--- src/rtl/data_mem_ctrl_if.sv ---
// Requester, loader and byte-memory signals of the data memory controller.
// The controller takes the slave view; requesters and the memory take the master view.
interface data_mem_ctrl_if #(
  parameter int unsigned ADDR_W = 10
);
  localparam int unsigned DATA_W = 16;
  localparam int unsigned BYTE_W = 8;

  logic              p_req;
  logic              p_we;
  logic [DATA_W-1:0] p_addr;
  logic [DATA_W-1:0] p_wdata;
  logic [DATA_W-1:0] p_rdata;
  logic              p_done;
  logic              p_stall;

  logic              l_req;
  logic              l_we;
  logic [DATA_W-1:0] l_addr;
  logic [DATA_W-1:0] l_wdata;
  logic [DATA_W-1:0] l_rdata;
  logic              l_done;

  logic              mem_en;
  logic              mem_we;
  logic [ADDR_W-1:0] mem_addr;
  logic [BYTE_W-1:0] mem_wdata;
  logic [BYTE_W-1:0] mem_rdata;

  logic              busy;

  modport slave (
    input  p_req, p_we, p_addr, p_wdata,
    output p_rdata, p_done, p_stall,
    input  l_req, l_we, l_addr, l_wdata,
    output l_rdata, l_done,
    output mem_en, mem_we, mem_addr, mem_wdata,
    input  mem_rdata,
    output busy
  );

  modport master (
    output p_req, p_we, p_addr, p_wdata,
    input  p_rdata, p_done, p_stall,
    output l_req, l_we, l_addr, l_wdata,
    input  l_rdata, l_done,
    input  mem_en, mem_we, mem_addr, mem_wdata,
    output mem_rdata,
    input  busy
  );
endinterface

--- src/rtl/data_mem_ctrl.sv ---
// Splits 16-bit big-endian word accesses into two byte accesses and shares the
// byte memory between the pipeline (P) and loader (L) ports with round-robin arbitration.
module data_mem_ctrl #(
  parameter int unsigned ADDR_W = 10
) (
  input logic            clk,
  input logic            rst_n,
  data_mem_ctrl_if.slave bus
);
  localparam int unsigned DATA_W = 16;
  localparam int unsigned BYTE_W = 8;

  typedef enum logic [2:0] {
    ST_IDLE = 3'd0,
    ST_HI   = 3'd1,
    ST_LO   = 3'd2,
    ST_CAPT = 3'd3,
    ST_DONE = 3'd4
  } state_e;

  typedef enum logic {
    PORT_P = 1'b0,
    PORT_L = 1'b1
  } port_e;

  typedef struct packed {
    port_e             id;
    logic              we;
    logic [ADDR_W-1:0] addr;
    logic [DATA_W-1:0] wdata;
  } req_t;

  state_e            state_q, state_d;
  port_e             last_q, last_d;
  req_t              req_q, req_d;
  logic [BYTE_W-1:0] hi_q, hi_d;
  logic              mem_en_q, mem_en_d;
  logic              mem_we_q, mem_we_d;
  logic [ADDR_W-1:0] mem_addr_q, mem_addr_d;
  logic [BYTE_W-1:0] mem_wdata_q, mem_wdata_d;
  logic [DATA_W-1:0] p_rdata_q, p_rdata_d;
  logic [DATA_W-1:0] l_rdata_q, l_rdata_d;
  logic              p_done_q, p_done_d;
  logic              l_done_q, l_done_d;
  logic              busy_q, busy_d;
  logic              grant_p;

  // Address bits above the memory depth are don't-care.
  logic unused_addr_bits;
  assign unused_addr_bits = ^{bus.p_addr[DATA_W-1:ADDR_W], bus.l_addr[DATA_W-1:ADDR_W]};

  always_ff @(posedge clk or negedge rst_n) begin
    if (!rst_n) begin
      state_q     <= ST_IDLE;
      last_q      <= PORT_L;
      req_q       <= '0;
      hi_q        <= '0;
      mem_en_q    <= 1'b0;
      mem_we_q    <= 1'b0;
      mem_addr_q  <= '0;
      mem_wdata_q <= '0;
      p_rdata_q   <= '0;
      l_rdata_q   <= '0;
      p_done_q    <= 1'b0;
      l_done_q    <= 1'b0;
      busy_q      <= 1'b0;
    end else begin
      state_q     <= state_d;
      last_q      <= last_d;
      req_q       <= req_d;
      hi_q        <= hi_d;
      mem_en_q    <= mem_en_d;
      mem_we_q    <= mem_we_d;
      mem_addr_q  <= mem_addr_d;
      mem_wdata_q <= mem_wdata_d;
      p_rdata_q   <= p_rdata_d;
      l_rdata_q   <= l_rdata_d;
      p_done_q    <= p_done_d;
      l_done_q    <= l_done_d;
      busy_q      <= busy_d;
    end
  end

  // Memory strobes are computed for the state being entered, so they are
  // registered and line up with HI/LO without any path from the request inputs.
  always_comb begin
    state_d     = state_q;
    last_d      = last_q;
    req_d       = req_q;
    hi_d        = hi_q;
    mem_en_d    = 1'b0;
    mem_we_d    = 1'b0;
    mem_addr_d  = mem_addr_q;
    mem_wdata_d = mem_wdata_q;
    p_rdata_d   = p_rdata_q;
    l_rdata_d   = l_rdata_q;
    p_done_d    = 1'b0;
    l_done_d    = 1'b0;
    grant_p     = 1'b0;

    unique case (state_q)
      ST_IDLE: begin
        if (bus.p_req || bus.l_req) begin
          grant_p = bus.p_req && (!bus.l_req || (last_q == PORT_L));
          if (grant_p) begin
            req_d.id    = PORT_P;
            req_d.we    = bus.p_we;
            req_d.addr  = bus.p_addr[ADDR_W-1:0];
            req_d.wdata = bus.p_wdata;
          end else begin
            req_d.id    = PORT_L;
            req_d.we    = bus.l_we;
            req_d.addr  = bus.l_addr[ADDR_W-1:0];
            req_d.wdata = bus.l_wdata;
          end
          last_d      = req_d.id;
          state_d     = ST_HI;
          mem_en_d    = 1'b1;
          mem_we_d    = req_d.we;
          mem_addr_d  = req_d.addr;
          mem_wdata_d = req_d.wdata[DATA_W-1:BYTE_W];
        end
      end
      ST_HI: begin
        state_d     = ST_LO;
        mem_en_d    = 1'b1;
        mem_we_d    = req_q.we;
        mem_addr_d  = req_q.addr + ADDR_W'(1);
        mem_wdata_d = req_q.wdata[BYTE_W-1:0];
      end
      ST_LO: begin
        state_d = ST_CAPT;
        if (!req_q.we) begin
          hi_d = bus.mem_rdata;
        end
      end
      ST_CAPT: begin
        // Result and done are registered here so both appear in the DONE cycle.
        state_d = ST_DONE;
        if (req_q.id == PORT_P) begin
          p_done_d = 1'b1;
          if (!req_q.we) begin
            p_rdata_d = {hi_q, bus.mem_rdata};
          end
        end else begin
          l_done_d = 1'b1;
          if (!req_q.we) begin
            l_rdata_d = {hi_q, bus.mem_rdata};
          end
        end
      end
      ST_DONE: begin
        state_d = ST_IDLE;
      end
      default: begin
        state_d = ST_IDLE;
      end
    endcase

    busy_d = (state_d != ST_IDLE);
  end

  assign bus.mem_en    = mem_en_q;
  assign bus.mem_we    = mem_we_q;
  assign bus.mem_addr  = mem_addr_q;
  assign bus.mem_wdata = mem_wdata_q;
  assign bus.p_rdata   = p_rdata_q;
  assign bus.l_rdata   = l_rdata_q;
  assign bus.p_done    = p_done_q;
  assign bus.l_done    = l_done_q;
  assign bus.busy      = busy_q;
  assign bus.p_stall   = bus.p_req & ~p_done_q;

endmodule

--- src/flat_wrapper.sv ---
// flat-port wrapper written by rule: the top's interface ports become plain ports
module data_mem_ctrl_flat 
#(
  parameter int unsigned ADDR_W = 10
)
  (clk, rst_n, bus_p_req, bus_p_we, bus_p_addr, bus_p_wdata, bus_p_rdata, bus_p_done, bus_p_stall, bus_l_req, bus_l_we, bus_l_addr, bus_l_wdata, bus_l_rdata, bus_l_done, bus_mem_en, bus_mem_we, bus_mem_addr, bus_mem_wdata, bus_mem_rdata, bus_busy);
  data_mem_ctrl_if #(.ADDR_W(ADDR_W)) bus_i ();
  input logic clk;
  input logic rst_n;
  input wire logic [$bits(bus_i.p_req)-1:0] bus_p_req;
  input wire logic [$bits(bus_i.p_we)-1:0] bus_p_we;
  input wire logic [$bits(bus_i.p_addr)-1:0] bus_p_addr;
  input wire logic [$bits(bus_i.p_wdata)-1:0] bus_p_wdata;
  output wire logic [$bits(bus_i.p_rdata)-1:0] bus_p_rdata;
  output wire logic [$bits(bus_i.p_done)-1:0] bus_p_done;
  output wire logic [$bits(bus_i.p_stall)-1:0] bus_p_stall;
  input wire logic [$bits(bus_i.l_req)-1:0] bus_l_req;
  input wire logic [$bits(bus_i.l_we)-1:0] bus_l_we;
  input wire logic [$bits(bus_i.l_addr)-1:0] bus_l_addr;
  input wire logic [$bits(bus_i.l_wdata)-1:0] bus_l_wdata;
  output wire logic [$bits(bus_i.l_rdata)-1:0] bus_l_rdata;
  output wire logic [$bits(bus_i.l_done)-1:0] bus_l_done;
  output wire logic [$bits(bus_i.mem_en)-1:0] bus_mem_en;
  output wire logic [$bits(bus_i.mem_we)-1:0] bus_mem_we;
  output wire logic [$bits(bus_i.mem_addr)-1:0] bus_mem_addr;
  output wire logic [$bits(bus_i.mem_wdata)-1:0] bus_mem_wdata;
  input wire logic [$bits(bus_i.mem_rdata)-1:0] bus_mem_rdata;
  output wire logic [$bits(bus_i.busy)-1:0] bus_busy;
  assign bus_i.p_req = bus_p_req;
  assign bus_i.p_we = bus_p_we;
  assign bus_i.p_addr = bus_p_addr;
  assign bus_i.p_wdata = bus_p_wdata;
  assign bus_p_rdata = bus_i.p_rdata;
  assign bus_p_done = bus_i.p_done;
  assign bus_p_stall = bus_i.p_stall;
  assign bus_i.l_req = bus_l_req;
  assign bus_i.l_we = bus_l_we;
  assign bus_i.l_addr = bus_l_addr;
  assign bus_i.l_wdata = bus_l_wdata;
  assign bus_l_rdata = bus_i.l_rdata;
  assign bus_l_done = bus_i.l_done;
  assign bus_mem_en = bus_i.mem_en;
  assign bus_mem_we = bus_i.mem_we;
  assign bus_mem_addr = bus_i.mem_addr;
  assign bus_mem_wdata = bus_i.mem_wdata;
  assign bus_i.mem_rdata = bus_mem_rdata;
  assign bus_busy = bus_i.busy;
  data_mem_ctrl #(.ADDR_W(ADDR_W)) u_core (.clk(clk), .rst_n(rst_n), .bus(bus_i));
endmodule
--- config.mk ---
export PLATFORM = sky130hd
export DESIGN_NAME = data_mem_ctrl_flat
export DESIGN_NICKNAME = d
export VERILOG_FILES = /design/src/rtl/data_mem_ctrl_if.sv /design/src/rtl/data_mem_ctrl.sv /design/src/flat_wrapper.sv
export SDC_FILE = /design/constraint.sdc
export NUM_CORES = 1
export LEC_CHECK = 0
export CAP_MARGIN = 0
export CORE_ASPECT_RATIO = 1.25
export CORE_MARGIN = 3
export CORE_UTILIZATION = 40
export DETAILED_ROUTE_END_ITERATION = 7
export PLACE_DENSITY = 0.79
export SYNTH_ARGS = -nofsm -noshare
export SYNTH_HDL_FRONTEND = slang
export SYNTH_SLANG_ARGS = --single-unit
export TNS_END_PERCENT = 30
--- constraint.sdc ---
create_clock -name clk -period 1.7 [get_ports clk]
set_input_delay 0.34 -clock clk [delete_from_list [all_inputs] [get_ports clk]]
set_output_delay 0.34 -clock clk [all_outputs]
set_load 0.05 [all_outputs]
# Yosys cells after proc, flatten, opt, wreduce, memory -nomap -nowiden
# Index checks and enable logic that the tools add are counted.
dict set report word_totals {
  reg_bits 87
  latch_bits 0
  ramBits 0
  mem_bits_ro 0
  inputBits 78
  out_inout_bits 56
  word_cells 52
  memories 0
}
dict set report classes {
  n_addsub 1
  mul 0
  div_mod_pow 0
  magnitude_cmp 0
  eq_ne 4
  n_shift 0
  muxes 15
  bitwise_logic 4
  n_reduce_logical 12
}
# cell count
set op_table {}
lappend op_table {{28-bit two-way mux} 1}
lappend op_table {{10-bit case mux with 2 select lines} 1}
lappend op_table {{8-bit case mux with 2 select lines} 1}
lappend op_table {{3-bit case mux with 4 select lines} 1}
lappend op_table {{10-bit by 1-bit adder with 10-bit output (second input constant)} 1}
lappend op_table {{10-bit two-way mux} 1}
lappend op_table {{8-bit two-way mux} 1}
lappend op_table {{3-bit by 2-bit == test with 1-bit output (second input constant)} 2}
lappend op_table {{1-bit two-way mux} 6}
lappend op_table {{2-bit AND reduction} 3}
lappend op_table {{3-bit AND reduction} 2}
lappend op_table {{1-bit case mux with 2 select lines} 2}
lappend op_table {{3-bit by 1-bit == test with 1-bit output (second input constant)} 1}
lappend op_table {{3-bit logical NOT} 1}
lappend op_table {{3-bit two-way mux} 1}
lappend op_table {{1-bit inverter} 3}
lappend op_table {{3-bit nonzero test} 1}
lappend op_table {{1-bit logical OR} 2}
lappend op_table {{2-bit by 1-bit inequality test with 1-bit output (second input constant)} 1}
lappend op_table {{2-bit nonzero test} 1}
lappend op_table {{1-bit bitwise AND} 1}
lappend op_table {{1-bit logical AND} 1}
lappend op_table {{1-bit logical NOT} 1}

# Depth between registers and ports, before layout
dict set report depth {
  word_depth 6
  ltp_mapped 6
  ltp_nobuf 5
}

# Worst setup path after synthesis
# OpenSTA, ideal clock, no wires.
dict set report synth_path {
  path_type {register to register}
  startpoint {reg u_core.state_q[0]}
  endpoint {reg u_core.hi_q[0]}
  setup_ps 125
  arrival_time_ps 1538
  required_time_ps 1575
  path_slack_ps 37
  path_stages_with_launch 5
  n_path_buf 1
  period_less_slack_ps 1663
  cell_sequence {dfrtp_1 > buf_2 > or3b_2 > nor2_4 > mux2_2}
}
dict set report synth_via {
  elab_chain_cells 2
}
# element line
set synth_rtl {}
lappend synth_rtl {{start: declaration} data_mem_ctrl.sv:33} ;# state_e state_q, state_d;
lappend synth_rtl {{start signal: assignment} data_mem_ctrl.sv:68} ;# state_q <= state_d;
lappend synth_rtl {{3-bit by 2-bit == test with 1-bit output} data_mem_ctrl.sv:101} ;# unique case (state_q)
lappend synth_rtl {{2-bit AND reduction (no line)} n/a}
lappend synth_rtl {{end signal: assignment} data_mem_ctrl.sv:71} ;# hi_q <= hi_d;
lappend synth_rtl {{end: declaration} data_mem_ctrl.sv:36} ;# logic [BYTE_W-1:0] hi_q, hi_d;
# No other way between the ends.
# A chain may end at the register's enable or synchronous reset.

# Final worst setup path
dict set report layout_path {
  startpoint {in bus_p_req}
  endpoint {out bus_p_stall}
}
dict set report layout_via {
  elab_chain_cells 1
}
# element line
set layout_rtl {}
lappend layout_rtl {{start: declaration} flat_wrapper.sv:10} ;# input wire logic [$bits(bus_i.p_req)-1:0] bus_p_req;
lappend layout_rtl {{1-bit bitwise AND} data_mem_ctrl.sv:172} ;# assign bus.p_stall = bus.p_req & ~p_done_q;
lappend layout_rtl {{end: declaration} flat_wrapper.sv:16} ;# output wire logic [$bits(bus_i.p_stall)-1:0] bus_p_stall;
# No other way between the ends.

==> results.json <==
{
  "drive_gt1_share_pct": 32.9,
  "die_y_um": 114,
  "antenna_found_initial": 0,
  "clockBufferDepth": 2,
  "crit_path_start_kind": "primary input",
  "cts_made_buffers": 9,
  "ant_nets": 0,
  "drtIter0Drc": 50,
  "power_w": 0.0113,
  "worst_setup_path_end_kind": "primary output",
  "multi_input_area_um2": 1470,
  "nNetsFinal": 512,
  "cts-resized-gates": 0,
  "io_pins": 134,
  "finalNonFillerCells": 558,
  "yosys_warnings": 0,
  "status": "finished, final reports clean",
  "worst_ir_drop_vdd_mv": 0.715,
  "setup_violations": 0,
  "first_pass_iters": 4,
  "layout_setup_ws_ns": 0.0581,
  "cts_tree": "yes",
  "initial_core_util_pct": 42.1,
  "ys_ff_latch": 87,
  "clockRootBuffer": "clkbuf_8",
  "rsz0062_at_grt": "false",
  "fillers": 734,
  "die_x_um": 92.5,
  "wl_per_cell_um": 14.9,
  "synth_edf_count": 0,
  "routed_via_density": 4.94,
  "dieArea_um2": 10600,
  "port_buffers": 121,
  "fin_crit_sh_pct": 96.6,
  "grt_pass1_vias": 2884,
  "clock_sinks": 87,
  "max_stage_delay_ns": 0.55,
  "seq_area_um2": 2180,
  "synth_nets": 372,
  "vias": 2756,
  "synth.distinct_cells": 34,
  "async_flop_share_pct": 100,
  "drc_errors": 0,
  "hold_violations": 0,
  "floorplan.rows": 38,
  "ys_seq_area_share_pct": 58.2,
  "cts_max_level": 3,
  "synthToLayoutAreaGrowth_pct": 43.2,
  "worstSkewPairLatency_ns": 0.35,
  "hpwlAfterDp_mm": 6.34,
  "syn_area_per_cell_um2": 12.8,
  "syn-cell-area_um2": 3740,
  "crit_fanout": 3,
  "ys.flop_type": "dfrtp_1",
  "cp.arrival_ns": 1.30,
  "drt-total-wl_mm": 8.34,
  "max-cap-violations": 0,
  "static-leakage-power_nw": 2.50,
  "grt_max_degree": 40,
  "crit_buf_inv": 2,
  "cts.clk_slew.worst_paths_ns": 0.08,
  "whs_ns": 0.481,
  "drv_slew": 0,
  "worst_path_max_delay_cell": "clkdlybuf4s50_1",
  "worst_slew_pin_slew_ns": 0.521,
  "skew_ns": 0.0121,
  "grt_pass1_wl_mm": 13.8,
  "core_area_um2": 8890,
  "diodes": 0,
  "crit_required_ns": 1.36,
  "syn_inst": 293,
  "power_density_nw_per_um2": 2100,
  "fmax_mhz": 609,
  "hold_class": "flip-flop to flip-flop",
  "fin_crit_ns": 1.64,
  "path_cells": "clkdlybuf4s50_1 > nor2b_1 > buf_12",
  "worstSetupPathType": "primary input to primary output",
  "place_ws_ns": -0.184,
  "grt-ovfl-total": 0,
  "maxSlewHeadroom_pct": 65.3,
  "grtUsageTotal_pct": 16.5,
  "cpLargestDelayFamily": "buffers and inverters",
  "place.gp.congestion": 0.704,
  "placed_cells": 541
}
placed cells by master (no fill, tap or decap), types with 2 or more instances in the layout:
| cell | n |
|---|---|
| clkdlybuf4s50_1 | 64 |
| mux2_4 | 10 |
| nand4_1 | 2 |
| mux2i_1 | 27 |
| clkbuf_8 | 10 |
| xnor2_1 | 4 |
| xor2_1 | 5 |
| nor2_1 | 8 |
| nand2_1 | 31 |
| buf_4 | 70 |
| buf_12 | 9 |
| clkinvlp_4 | 3 |
| dfrtp_1 | 86 |
| a21oi_1 | 2 |
| inv_1 | 6 |
| nand3_1 | 2 |
| or3b_2 | 2 |
| o21ai_4 | 2 |
| o21ai_0 | 31 |
| mux2_2 | 30 |
| o221ai_1 | 7 |
| a22oi_1 | 11 |
state kept, by name, summed over array words and instances, names as in the netlist:
register / cells
u_core.req_q: 20
u_core.bus.l_rdata: 16
u_core.bus.p_rdata: 16
u_core.bus.mem_addr: 10
u_core.bus.mem_wdata: 8
u_core.hi_q: 8
u_core.state_q: 3
u_core.bus.busy: 1
u_core.bus.l_done: 1
u_core.bus.mem_en: 1
u_core.bus.mem_we: 1
u_core.bus.p_done: 1
u_core.last_q: 1
layout make-up:
class | instances | area share, %
repair buffers | 144 | 25.3
multi-input cells | 185 | 27.4
inverters | 6 | 0.420
flip-flops and latches | 87 | 40.6
clock inverters | 6 | 0.840
clock buffers | 10 | 2.57
well taps | 120 | 2.80
path summary, 6_finish.rpt:
| path | from | depth (start not counted) | slack, ns | endpoint |
|---|---|---|---|---|
| worst max-delay path | bus_p_req | 3 | 0.06 | bus_p_stall |
| worst min-delay path | u_core.req_q[27] | 1 | 0.48 | u_core.bus.p_done |
| worst max register to register | u_core.state_q[2] | 3 | 0.06 | u_core.hi_q[0] |
| worst min register to register | u_core.req_q[27] | 1 | 0.48 | u_core.bus.p_done |
| max in group asynchronous | rst_n | 3 | 0.66 | u_core.hi_q[1] |
| min in group asynchronous | rst_n | 2 | 0.52 | u_core.bus.l_rdata[3] |
Yosys cell counts, drive strengths merged (2+ instances only):
master / count / area (µm²)
clkbuf: 7 / 26.3
nand3: 2 / 10.0
a22oi: 11 / 82.6
o21ai: 33 / 165
dfrtp: 86 / 2150
nor2: 9 / 41.3
mux2i: 27 / 270
buf: 8 / 68.8
a21oi: 2 / 10.0
nand4: 2 / 12.5
xnor2: 4 / 35.0
o221ai: 7 / 61.3
or3b: 2 / 17.5
mux2: 40 / 488
nand2: 31 / 116
nor3: 2 / 15.0
inv: 6 / 22.5
xor2: 5 / 43.8
what timing repair did:
item | CTS | global route
hold buffers | 1 | 0
hold endpoints to repair | 34 | 0
buffers inserted | 0 | 0
layer usage:
layer,up-vias,share of wire (%),GRT usage [%],wire length [µm]
met1,1317,41,20.1,3440
met4,0,0.60,4.76,50
li1,1320,-,-,-
met5,-,0,0,0
met2,113,50,28.1,4170
met3,6,8.2,5.26,680
power by group:
| part | switching (W) | internal, W |
|---|---|---|
| sequential | 0.000652 | 0.00310 |
| combinational | 0.00382 | 0.00238 |
| clock | 0.000738 | 0.000576 |
kinds of logic (layout without fill, tap and decap cells):
family                     count (synthesis)  after routing  synth area share (%)
and+or+nand+nor                           54             54                  7.12
muxes                                     67             67                  20.3
DFF                                       87             87                  58.2
AOI/OAI and AO/OA                         54             54                  8.86
adders and majority gates                  1              1                 0.334
buffers and inverters                     21            166                  3.14
xor gates and xnor gates                   9              9                  2.11
through the flow:
step	area (µm²)	util (%)	setup TNS [ns]
after floorplan	3740	-	0
after global placement	5170	58.1	-2.47
after detailed placement	5170	58.1	-3.66
after CTS	5360	60.3	0
after global routing	5360	60.3	0
final	5360	60.3	0
Note: power is estimated with default switching activity, not from simulation.
